==> config.mk <==
export PLATFORM = sky130hd
export DESIGN_NAME = draw_rect_bounce_flat
export DESIGN_NICKNAME = d
export VERILOG_FILES = /design/src/rtl/vga_pkg.sv /design/src/rtl/vga_bus.sv /design/src/rtl/bounce_axis.sv /design/src/rtl/draw_rect_bounce.sv /design/src/flat_wrapper.sv
export SDC_FILE = /design/constraint.sdc
export NUM_CORES = 1
export LEC_CHECK = 0
export ABC_AREA = 0
export CAP_MARGIN = 20
export CELL_PAD_IN_SITES_DETAIL_PLACEMENT = 0
export CELL_PAD_IN_SITES_GLOBAL_PLACEMENT = 2
export CORE_MARGIN = 4
export CORE_UTILIZATION = 30
export CTS_BUF_LIST = sky130_fd_sc_hd__clkbuf_2 sky130_fd_sc_hd__clkbuf_4 sky130_fd_sc_hd__clkbuf_8
export DETAILED_ROUTE_END_ITERATION = 8
export GPL_ROUTABILITY_DRIVEN = 0
export PLACE_DENSITY_LB_ADDON = 0.1
export SKIP_CTS_REPAIR_TIMING = 1
export SKIP_LAST_GASP = 1
export SLEW_MARGIN = 30
export SYNTH_ARGS = -nofsm -noshare
export SYNTH_HDL_FRONTEND = slang
export SYNTH_HIERARCHICAL = 1
export SYNTH_SLANG_ARGS = --single-unit
==> constraint.sdc <==
create_clock -name clk -period 3.1 [get_ports clk]
set_input_delay 0.465 -clock clk [delete_from_list [all_inputs] [get_ports clk]]
set_output_delay 0.465 -clock clk [all_outputs]
set_load 0.005 [all_outputs]
==> src/rtl/vga_pkg.sv <==
// Shared display constants and types for the vga_bus pipeline stages.
// Also holds the rectangle-span helpers used by the overlay stages.
package vga_pkg;

    // Visible area of the display mode carried on vga_bus.
    localparam int VISIBLE_WIDTH  = 800;
    localparam int VISIBLE_HEIGHT = 600;

    // Colour used for the optional 1-pixel rectangle outline.
    localparam logic [11:0] COLOR_BORDER = 12'hf_f_f;

    // Direction of travel along one axis.
    typedef enum logic {
        FWD = 1'b0,
        REV = 1'b1
    } dir_t;

    // True when coord lies in [lo, lo+size); 12-bit math so lo+size cannot wrap.
    function automatic logic in_span(input logic [10:0] coord,
                                     input logic [10:0] lo,
                                     input logic [11:0] size);
        logic [11:0] c12;
        logic [11:0] lo12;
        c12  = {1'b0, coord};
        lo12 = {1'b0, lo};
        return (c12 >= lo12) && (c12 < (lo12 + size));
    endfunction

    // True when coord is the first or last position of [lo, lo+size).
    function automatic logic on_edge(input logic [10:0] coord,
                                     input logic [10:0] lo,
                                     input logic [11:0] size);
        logic [11:0] c12;
        logic [11:0] lo12;
        c12  = {1'b0, coord};
        lo12 = {1'b0, lo};
        return (c12 == lo12) || (c12 == (lo12 + size - 12'd1));
    endfunction

endpackage

==> src/rtl/vga_bus.sv <==
// vga_bus: pixel coordinates, sync/blank strobes and 12-bit RGB.
// mp_in is the consumer view, mp_out the producer view.
interface vga_bus;

    logic [10:0] vcount;
    logic [10:0] hcount;
    logic        vsync;
    logic        hsync;
    logic        vblnk;
    logic        hblnk;
    logic [11:0] rgb;

    modport mp_in (
        input vcount,
        input hcount,
        input vsync,
        input hsync,
        input vblnk,
        input hblnk,
        input rgb
    );

    modport mp_out (
        output vcount,
        output hcount,
        output vsync,
        output hsync,
        output vblnk,
        output hblnk,
        output rgb
    );

endinterface

==> src/rtl/bounce_axis.sv <==
// bounce_axis: one axis of the bouncing rectangle.
// Holds the top-left coordinate and a FWD/REV direction; on each enabled
// frame tick it steps by STEP and clamps + reverses at 0 or LIMIT-SIZE.
module bounce_axis
    import vga_pkg::*;
#(
    parameter int SIZE  = 64,
    parameter int LIMIT = VISIBLE_WIDTH,
    parameter int STEP  = 2,
    parameter int INIT  = 100
)(
    input  logic        clk,
    input  logic        rst,
    input  logic        tick,
    input  logic        enable,
    output logic [10:0] pos,
    output dir_t        dir
);

    localparam logic [11:0] C_SIZE   = 12'(SIZE);
    localparam logic [11:0] C_LIMIT  = 12'(LIMIT);
    localparam logic [11:0] C_STEP   = 12'(STEP);
    localparam logic [10:0] C_STEP11 = 11'(STEP);
    localparam logic [10:0] C_MAX    = 11'(LIMIT - SIZE);
    localparam logic [10:0] C_INIT   = 11'(INIT);

    logic [10:0] r_pos;
    dir_t        r_dir;
    logic [11:0] w_pos_ext;
    logic        w_fwd_hit;
    logic        w_rev_hit;

    // Edge detection in 12 bits: pos+SIZE+STEP stays below 4096.
    always_comb begin
        w_pos_ext = {1'b0, r_pos};
        w_fwd_hit = (w_pos_ext + C_SIZE + C_STEP) >= C_LIMIT;
        w_rev_hit = w_pos_ext <= C_STEP;
    end

    // Position/direction register: moves only on an enabled frame tick.
    always_ff @(posedge clk) begin
        if (rst) begin
            r_pos <= C_INIT;
            r_dir <= FWD;
        end else if (tick && enable) begin
            if (r_dir == FWD) begin
                if (w_fwd_hit) begin
                    r_pos <= C_MAX;
                    r_dir <= REV;
                end else begin
                    r_pos <= r_pos + C_STEP11;
                end
            end else begin
                if (w_rev_hit) begin
                    r_pos <= '0;
                    r_dir <= FWD;
                end else begin
                    r_pos <= r_pos - C_STEP11;
                end
            end
        end
    end

    assign pos = r_pos;
    assign dir = r_dir;

endmodule

==> src/rtl/draw_rect_bounce.sv <==
// draw_rect_bounce: overlays a solid rectangle on the vga_bus pixel stream.
// All bus fields are registered once (1-cycle latency). The rectangle
// position advances once per frame, at the start of vertical blanking,
// and bounces off the visible-area edges.
// Optional: define DRAW_RECT_BORDER_EN to draw a 1-pixel COLOR_BORDER outline.
module draw_rect_bounce
    import vga_pkg::*;
#(
    parameter int          RECT_W   = 64,
    parameter int          RECT_H   = 48,
    parameter int          STEP     = 2,
    parameter int          X_INIT   = 100,
    parameter int          Y_INIT   = 80,
    parameter logic [11:0] RECT_RGB = 12'hf_8_0
)(
    input  logic         clk,
    input  logic         rst,
    input  logic         enable,
    input  logic         visible,
    vga_bus.mp_in        bus_in,
    vga_bus.mp_out       bus_out,
    output logic [10:0]  x_pos,
    output logic [10:0]  y_pos
);

    localparam logic [11:0] C_RECT_W = 12'(RECT_W);
    localparam logic [11:0] C_RECT_H = 12'(RECT_H);

    logic        r_vblnk_d;
    logic        w_tick;
    logic [10:0] w_x_pos;
    logic [10:0] w_y_pos;
    // Directions are only probed hierarchically for debug.
    dir_t        w_dir_x_unused;
    dir_t        w_dir_y_unused;
    logic        w_in_rect;
    logic [11:0] w_rgb_nxt;
`ifdef DRAW_RECT_BORDER_EN
    logic        w_on_border;
`endif

    // Delayed vblnk for the start-of-blanking edge detector.
    always_ff @(posedge clk) begin
        if (rst) begin
            r_vblnk_d <= 1'b0;
        end else begin
            r_vblnk_d <= bus_in.vblnk;
        end
    end

    assign w_tick = bus_in.vblnk & ~r_vblnk_d;

    bounce_axis #(
        .SIZE  (RECT_W),
        .LIMIT (VISIBLE_WIDTH),
        .STEP  (STEP),
        .INIT  (X_INIT)
    ) u_axis_x (
        .clk    (clk),
        .rst    (rst),
        .tick   (w_tick),
        .enable (enable),
        .pos    (w_x_pos),
        .dir    (w_dir_x_unused)
    );

    bounce_axis #(
        .SIZE  (RECT_H),
        .LIMIT (VISIBLE_HEIGHT),
        .STEP  (STEP),
        .INIT  (Y_INIT)
    ) u_axis_y (
        .clk    (clk),
        .rst    (rst),
        .tick   (w_tick),
        .enable (enable),
        .pos    (w_y_pos),
        .dir    (w_dir_y_unused)
    );

    // Pixel select against the current (frame-stable) rectangle position.
    always_comb begin
        w_in_rect = in_span(bus_in.hcount, w_x_pos, C_RECT_W) &&
                    in_span(bus_in.vcount, w_y_pos, C_RECT_H);
`ifdef DRAW_RECT_BORDER_EN
        w_on_border = on_edge(bus_in.hcount, w_x_pos, C_RECT_W) ||
                      on_edge(bus_in.vcount, w_y_pos, C_RECT_H);
`endif
    end

    // Next pixel colour: blanking forces black, then rectangle, else pass-through.
    always_comb begin
        w_rgb_nxt = bus_in.rgb;
        if (bus_in.vblnk || bus_in.hblnk) begin
            w_rgb_nxt = '0;
        end else if (visible && w_in_rect) begin
`ifdef DRAW_RECT_BORDER_EN
            w_rgb_nxt = w_on_border ? COLOR_BORDER : RECT_RGB;
`else
            w_rgb_nxt = RECT_RGB;
`endif
        end
    end

    // Output stage: one register for every bus field.
    always_ff @(posedge clk) begin
        if (rst) begin
            bus_out.vcount <= '0;
            bus_out.hcount <= '0;
            bus_out.vsync  <= 1'b0;
            bus_out.hsync  <= 1'b0;
            bus_out.vblnk  <= 1'b0;
            bus_out.hblnk  <= 1'b0;
            bus_out.rgb    <= '0;
        end else begin
            bus_out.vcount <= bus_in.vcount;
            bus_out.hcount <= bus_in.hcount;
            bus_out.vsync  <= bus_in.vsync;
            bus_out.hsync  <= bus_in.hsync;
            bus_out.vblnk  <= bus_in.vblnk;
            bus_out.hblnk  <= bus_in.hblnk;
            bus_out.rgb    <= w_rgb_nxt;
        end
    end

    assign x_pos = w_x_pos;
    assign y_pos = w_y_pos;

endmodule

==> src/flat_wrapper.sv <==
// flat-port wrapper written by rule: the top's interface ports become plain ports
module draw_rect_bounce_flat import vga_pkg::*;
#(
    parameter int          RECT_W   = 64,
    parameter int          RECT_H   = 48,
    parameter int          STEP     = 2,
    parameter int          X_INIT   = 100,
    parameter int          Y_INIT   = 80,
    parameter logic [11:0] RECT_RGB = 12'hf_8_0
)
  (clk, rst, enable, visible, x_pos, y_pos, bus_in_vcount, bus_in_hcount, bus_in_vsync, bus_in_hsync, bus_in_vblnk, bus_in_hblnk, bus_in_rgb, bus_out_vcount, bus_out_hcount, bus_out_vsync, bus_out_hsync, bus_out_vblnk, bus_out_hblnk, bus_out_rgb);
  vga_bus bus_in_i ();
  vga_bus bus_out_i ();
  input  logic clk;
  input  logic rst;
  input  logic enable;
  input  logic visible;
  output logic [10:0] x_pos;
  output logic [10:0] y_pos;
  input wire logic [$bits(bus_in_i.vcount)-1:0] bus_in_vcount;
  input wire logic [$bits(bus_in_i.hcount)-1:0] bus_in_hcount;
  input wire logic [$bits(bus_in_i.vsync)-1:0] bus_in_vsync;
  input wire logic [$bits(bus_in_i.hsync)-1:0] bus_in_hsync;
  input wire logic [$bits(bus_in_i.vblnk)-1:0] bus_in_vblnk;
  input wire logic [$bits(bus_in_i.hblnk)-1:0] bus_in_hblnk;
  input wire logic [$bits(bus_in_i.rgb)-1:0] bus_in_rgb;
  output wire logic [$bits(bus_out_i.vcount)-1:0] bus_out_vcount;
  output wire logic [$bits(bus_out_i.hcount)-1:0] bus_out_hcount;
  output wire logic [$bits(bus_out_i.vsync)-1:0] bus_out_vsync;
  output wire logic [$bits(bus_out_i.hsync)-1:0] bus_out_hsync;
  output wire logic [$bits(bus_out_i.vblnk)-1:0] bus_out_vblnk;
  output wire logic [$bits(bus_out_i.hblnk)-1:0] bus_out_hblnk;
  output wire logic [$bits(bus_out_i.rgb)-1:0] bus_out_rgb;
  assign bus_in_i.vcount = bus_in_vcount;
  assign bus_in_i.hcount = bus_in_hcount;
  assign bus_in_i.vsync = bus_in_vsync;
  assign bus_in_i.hsync = bus_in_hsync;
  assign bus_in_i.vblnk = bus_in_vblnk;
  assign bus_in_i.hblnk = bus_in_hblnk;
  assign bus_in_i.rgb = bus_in_rgb;
  assign bus_out_vcount = bus_out_i.vcount;
  assign bus_out_hcount = bus_out_i.hcount;
  assign bus_out_vsync = bus_out_i.vsync;
  assign bus_out_hsync = bus_out_i.hsync;
  assign bus_out_vblnk = bus_out_i.vblnk;
  assign bus_out_hblnk = bus_out_i.hblnk;
  assign bus_out_rgb = bus_out_i.rgb;
  draw_rect_bounce #(.RECT_W(RECT_W), .RECT_H(RECT_H), .STEP(STEP), .X_INIT(X_INIT), .Y_INIT(Y_INIT), .RECT_RGB(RECT_RGB)) u_core (.clk(clk), .rst(rst), .enable(enable), .visible(visible), .bus_in(bus_in_i), .bus_out(bus_out_i), .x_pos(x_pos), .y_pos(y_pos));
endmodule
==> flow_summary_export.csv <==
group,metric,value,unit
run_status,status,"finished, final reports clean",
final_layout,stdcell_count,784,
placed_design,hpwl,9804,um
detailed_routing,viasPerCell,5.142,
timing,finalSetupTns,0,ns
synth,syn_area,4172,um2
timing,finalCriticalPeriod,2.735,ns
critical_path,reg2reg_depth,10,
synth,synth_most_common_cell,"dfxtp_1",
detailed_routing,ant_nets,0,
clocking,clk_path_buf_depth,2,
clocking,path_clk_slew,0.07,ns
synth,avgSynthCellArea,8.310,um2
synth,syn-instance-count,502,
critical_path,path_class,"register to register",
run,maxCapViolations,0,
synth,syn_nets,584,
final_layout,diodes,0,
timing,relSlewSlack,48.79,%
synth,synth_top_cell_by_area,"dfxtp_1",
critical_path,reg2reg_to,"u_core/bus_out.rgb[10]",
clocking,cts_root_buffer,"clkbuf_8",
synth,ys_warn_count,6,
timing,fmax,365.7,MHz
critical_path,arrival,3.04,ns
critical_path,endpoint_kind,"register",
timing,worst_slack,0.3653,ns
final_layout,final_nets,686,
floorplanning,fp.dieW,125.9,um
synth,ys_seq_area_share,28.79,%
timing,post-route-period-util,88.22,%
timing,hold_violations,0,
placed_design,post-place-ws,0.3386,ns
clocking,clk-insertion-delay-late,0.36,ns
detailed_routing,totalWireLength,12960,um
timing,skew,0.006964,ns
clocking,cts_max_level,3,
detailed_routing,post_drt_wl_per_cell,16.53,um
placed_design,placedCellCount,769,
critical_path,worstPathRequired,3.41,ns
synth,yosysUniqueCellTypes,69,
timing,rsz0062_at_grt,"false",
synth,synth_top_flop_cell,"dfxtp_1",
power,power_density,350.2,nW/um2
clocking,cts_tree,"yes",
detailed_routing,drc,0,
synth,synth_commonest_cells,"60 x dfxtp_1, 40 x ha_1, 35 x a21oi_1",
grt,antenna_found_initial,0,
detailed_routing,drt_iter0_drc,235,
final_layout,multi_input_area,2673,um2
grt,gr-total-overflow,0,
critical_path,r2r_start,"u_core/u_axis_y/pos[5]",
clocking,clock_sinks,60,
critical_path,endpoint,"u_core/bus_out.rgb[10]",
critical_path,start_kind,"register",
timing,max_slew.worst_pin.slew,0.7641,ns
detailed_routing,drtPass1Iterations,4,
grt,grt_max_degree,29,
grt,grt_pass1_wl,20730,um
placed_design,numPortBuffers,99,
detailed_routing,num_vias,4031,
critical_path,r2r_slack,0.37,ns
synth,synth_seq_cells,60,
floorplanning,die_h,125.9,um
synth,synth-edff-count,0,
final_layout,drive_gt1_share,9.704,%
final_layout,ff_latch_area,1201,um2
critical_path,startpoint,"u_core/u_axis_y/pos[5]",
synth,synth_top_area_share,28.79,%
synth,yosys-top-cells-area,"dfxtp_1 29%, ha_1 12%, nor2b_1 4.6%, a21oi_1 4.2%, inv_1 3.1%",
power,p_leak,2.137,nW
floorplanning,rows,42,
worst_hold_path,hp-class,"input pin to register",
power,peakVddDrop,0.1596,mV
floorplanning,num_io_pins,102,
final_layout,area_growth,33.53,%
timing,slew_viol_final,0,
floorplanning,dieArea,15860,um2
grt,grt_pass1_vias,3894,
critical_path,worstPathMaxFanout,12,
floorplanning,core,13450,um2
floorplanning,start_util,31.01,%
final_layout,fillers,1405,
grt,grt_use_total,16.27,%
final_layout,utilization,41.41,%
clocking,cts_buffers,9,
synth,synth-async-reset-ratio,0,%
timing,setup_viol,0,
-- registers in the layout, indices dropped and copies added (netlist names) --
register               count
u_core/bus_out.rgb        12
u_core/bus_out.hcount     11
u_core/bus_out.vcount     11
u_core/u_axis_x/pos       10
u_core/u_axis_y/pos       10
u_core/bus_out.hblnk       1
u_core/bus_out.hsync       1
u_core/bus_out.vblnk       1
u_core/bus_out.vsync       1
u_core/u_axis_x/dir        1
u_core/u_axis_y/dir        1
-- metrics by stage --
step	area (um2)	total power, W	hold WS [ns]
finish	5570	0.001951	0.5696
global route	5570	0.002068	0.5895
CTS	5570	0.001990	0.5602
detailed placement	5380	0.001251	0.6170
global placement	5375	0.001250	0.6083
floorplan	4172	0.001054	0.5316
-- cell usage in the layout (no fill, tap or decap), types with 5 or more instances in the layout --
cell type        instances
a211oi_1                 7
a21o_1                  10
a21oi_1                 35
and3_1                   8
buf_4                   23
clkbuf_8                 9
clkdlybuf4s50_1         98
dfxtp_1                 60
ha_1                    40
inv_1                   34
mux2i_1                  7
nand2_1                 33
nand3_1                 13
nand4_1                  7
nor2_1                  33
nor2b_1                 31
nor3_1                  11
o211ai_1                 7
o21a_1                   9
o21ai_0                 21
or3_1                    6
xnor2_1                 11
xor2_1                   5
-- critical path: stages, from the launching register on --
cell and delay, ns:
dfxtp_1 0.45, inv_1 0.12, ha_1 0.25, or2b_1 0.25
xnor2_1 0.12, ha_1 0.29, a21oi_1 0.15, a21oi_1 0.08
a2111oi_0 0.37, and4b_2 0.46, o21a_1 0.14
-- cell type report --
cell class / instances / area share (%)
Inverter: 34 / 2.291
Multi-Input combinational cell: 377 / 47.98
Sequential cell: 60 / 21.56
Timing Repair Buffer: 122 / 20.80
Clock inverter: 6 / 1.190
Tap cell: 176 / 3.953
Clock buffer: 9 / 2.224
-- logic make-up (layout without fill, tap and decap cells) --
family,after synthesis,in the layout,share of synthesized area (%)
AO/OA/AOI/OAI,137,137,22.95
XOR/XNOR,16,16,3.359
adder cells (fa/ha/maj),40,40,12.00
buffers and inverters,65,171,7.258
flip-flops,60,60,28.79
multiplexers,7,7,1.680
other,2,2,0.1800
AND/OR/NAND/NOR,175,175,23.79
-- worst min-delay path by stage --
stage                                       start                         to  slack (ns)  depth (start not counted)
final                                         rst   u_core/bus_out.hcount[8]        0.57                          2
after detailed placement   u_core/u_axis_y/pos[3]     u_core/u_axis_y/pos[3]        0.62                          2
after global placement     u_core/u_axis_y/pos[3]     u_core/u_axis_y/pos[3]        0.61                          2
after floorplan           u_core/u_axis_y/pos[10]    u_core/u_axis_y/pos[10]        0.53                          2
after global routing                          rst  u_core/bus_out.hcount[10]        0.59                          2
after CTS                                     rst   u_core/bus_out.hcount[1]        0.56                          2
-- power breakdown --
part | total, W | switching (W) | leakage [nW] | internal (W)
registers | 0.000827 | 0.0000234 | 0.493 | 0.000804
logic | 0.000404 | 0.000194 | 1.56 | 0.000210
clock network | 0.000720 | 0.000354 | 0.0873 | 0.000366
total | 0.00195 | 0.000571 | 2.14 | 0.00138
-- layer usage --
metal | wire length (um) | share of wire, % | vias to the layer above | track usage [%]
met1 | 5741 | 44 | 1892 | 20.31
li1 | - | - | 2030 | -
met5 | 0 | 0 | - | 0
met2 | 6422 | 50 | 93 | 27.20
met4 | 234 | 1.8 | 0 | 6.877
met3 | 557 | 4.3 | 16 | 3.429
Note: power is estimated with default switching activity, not from simulation.
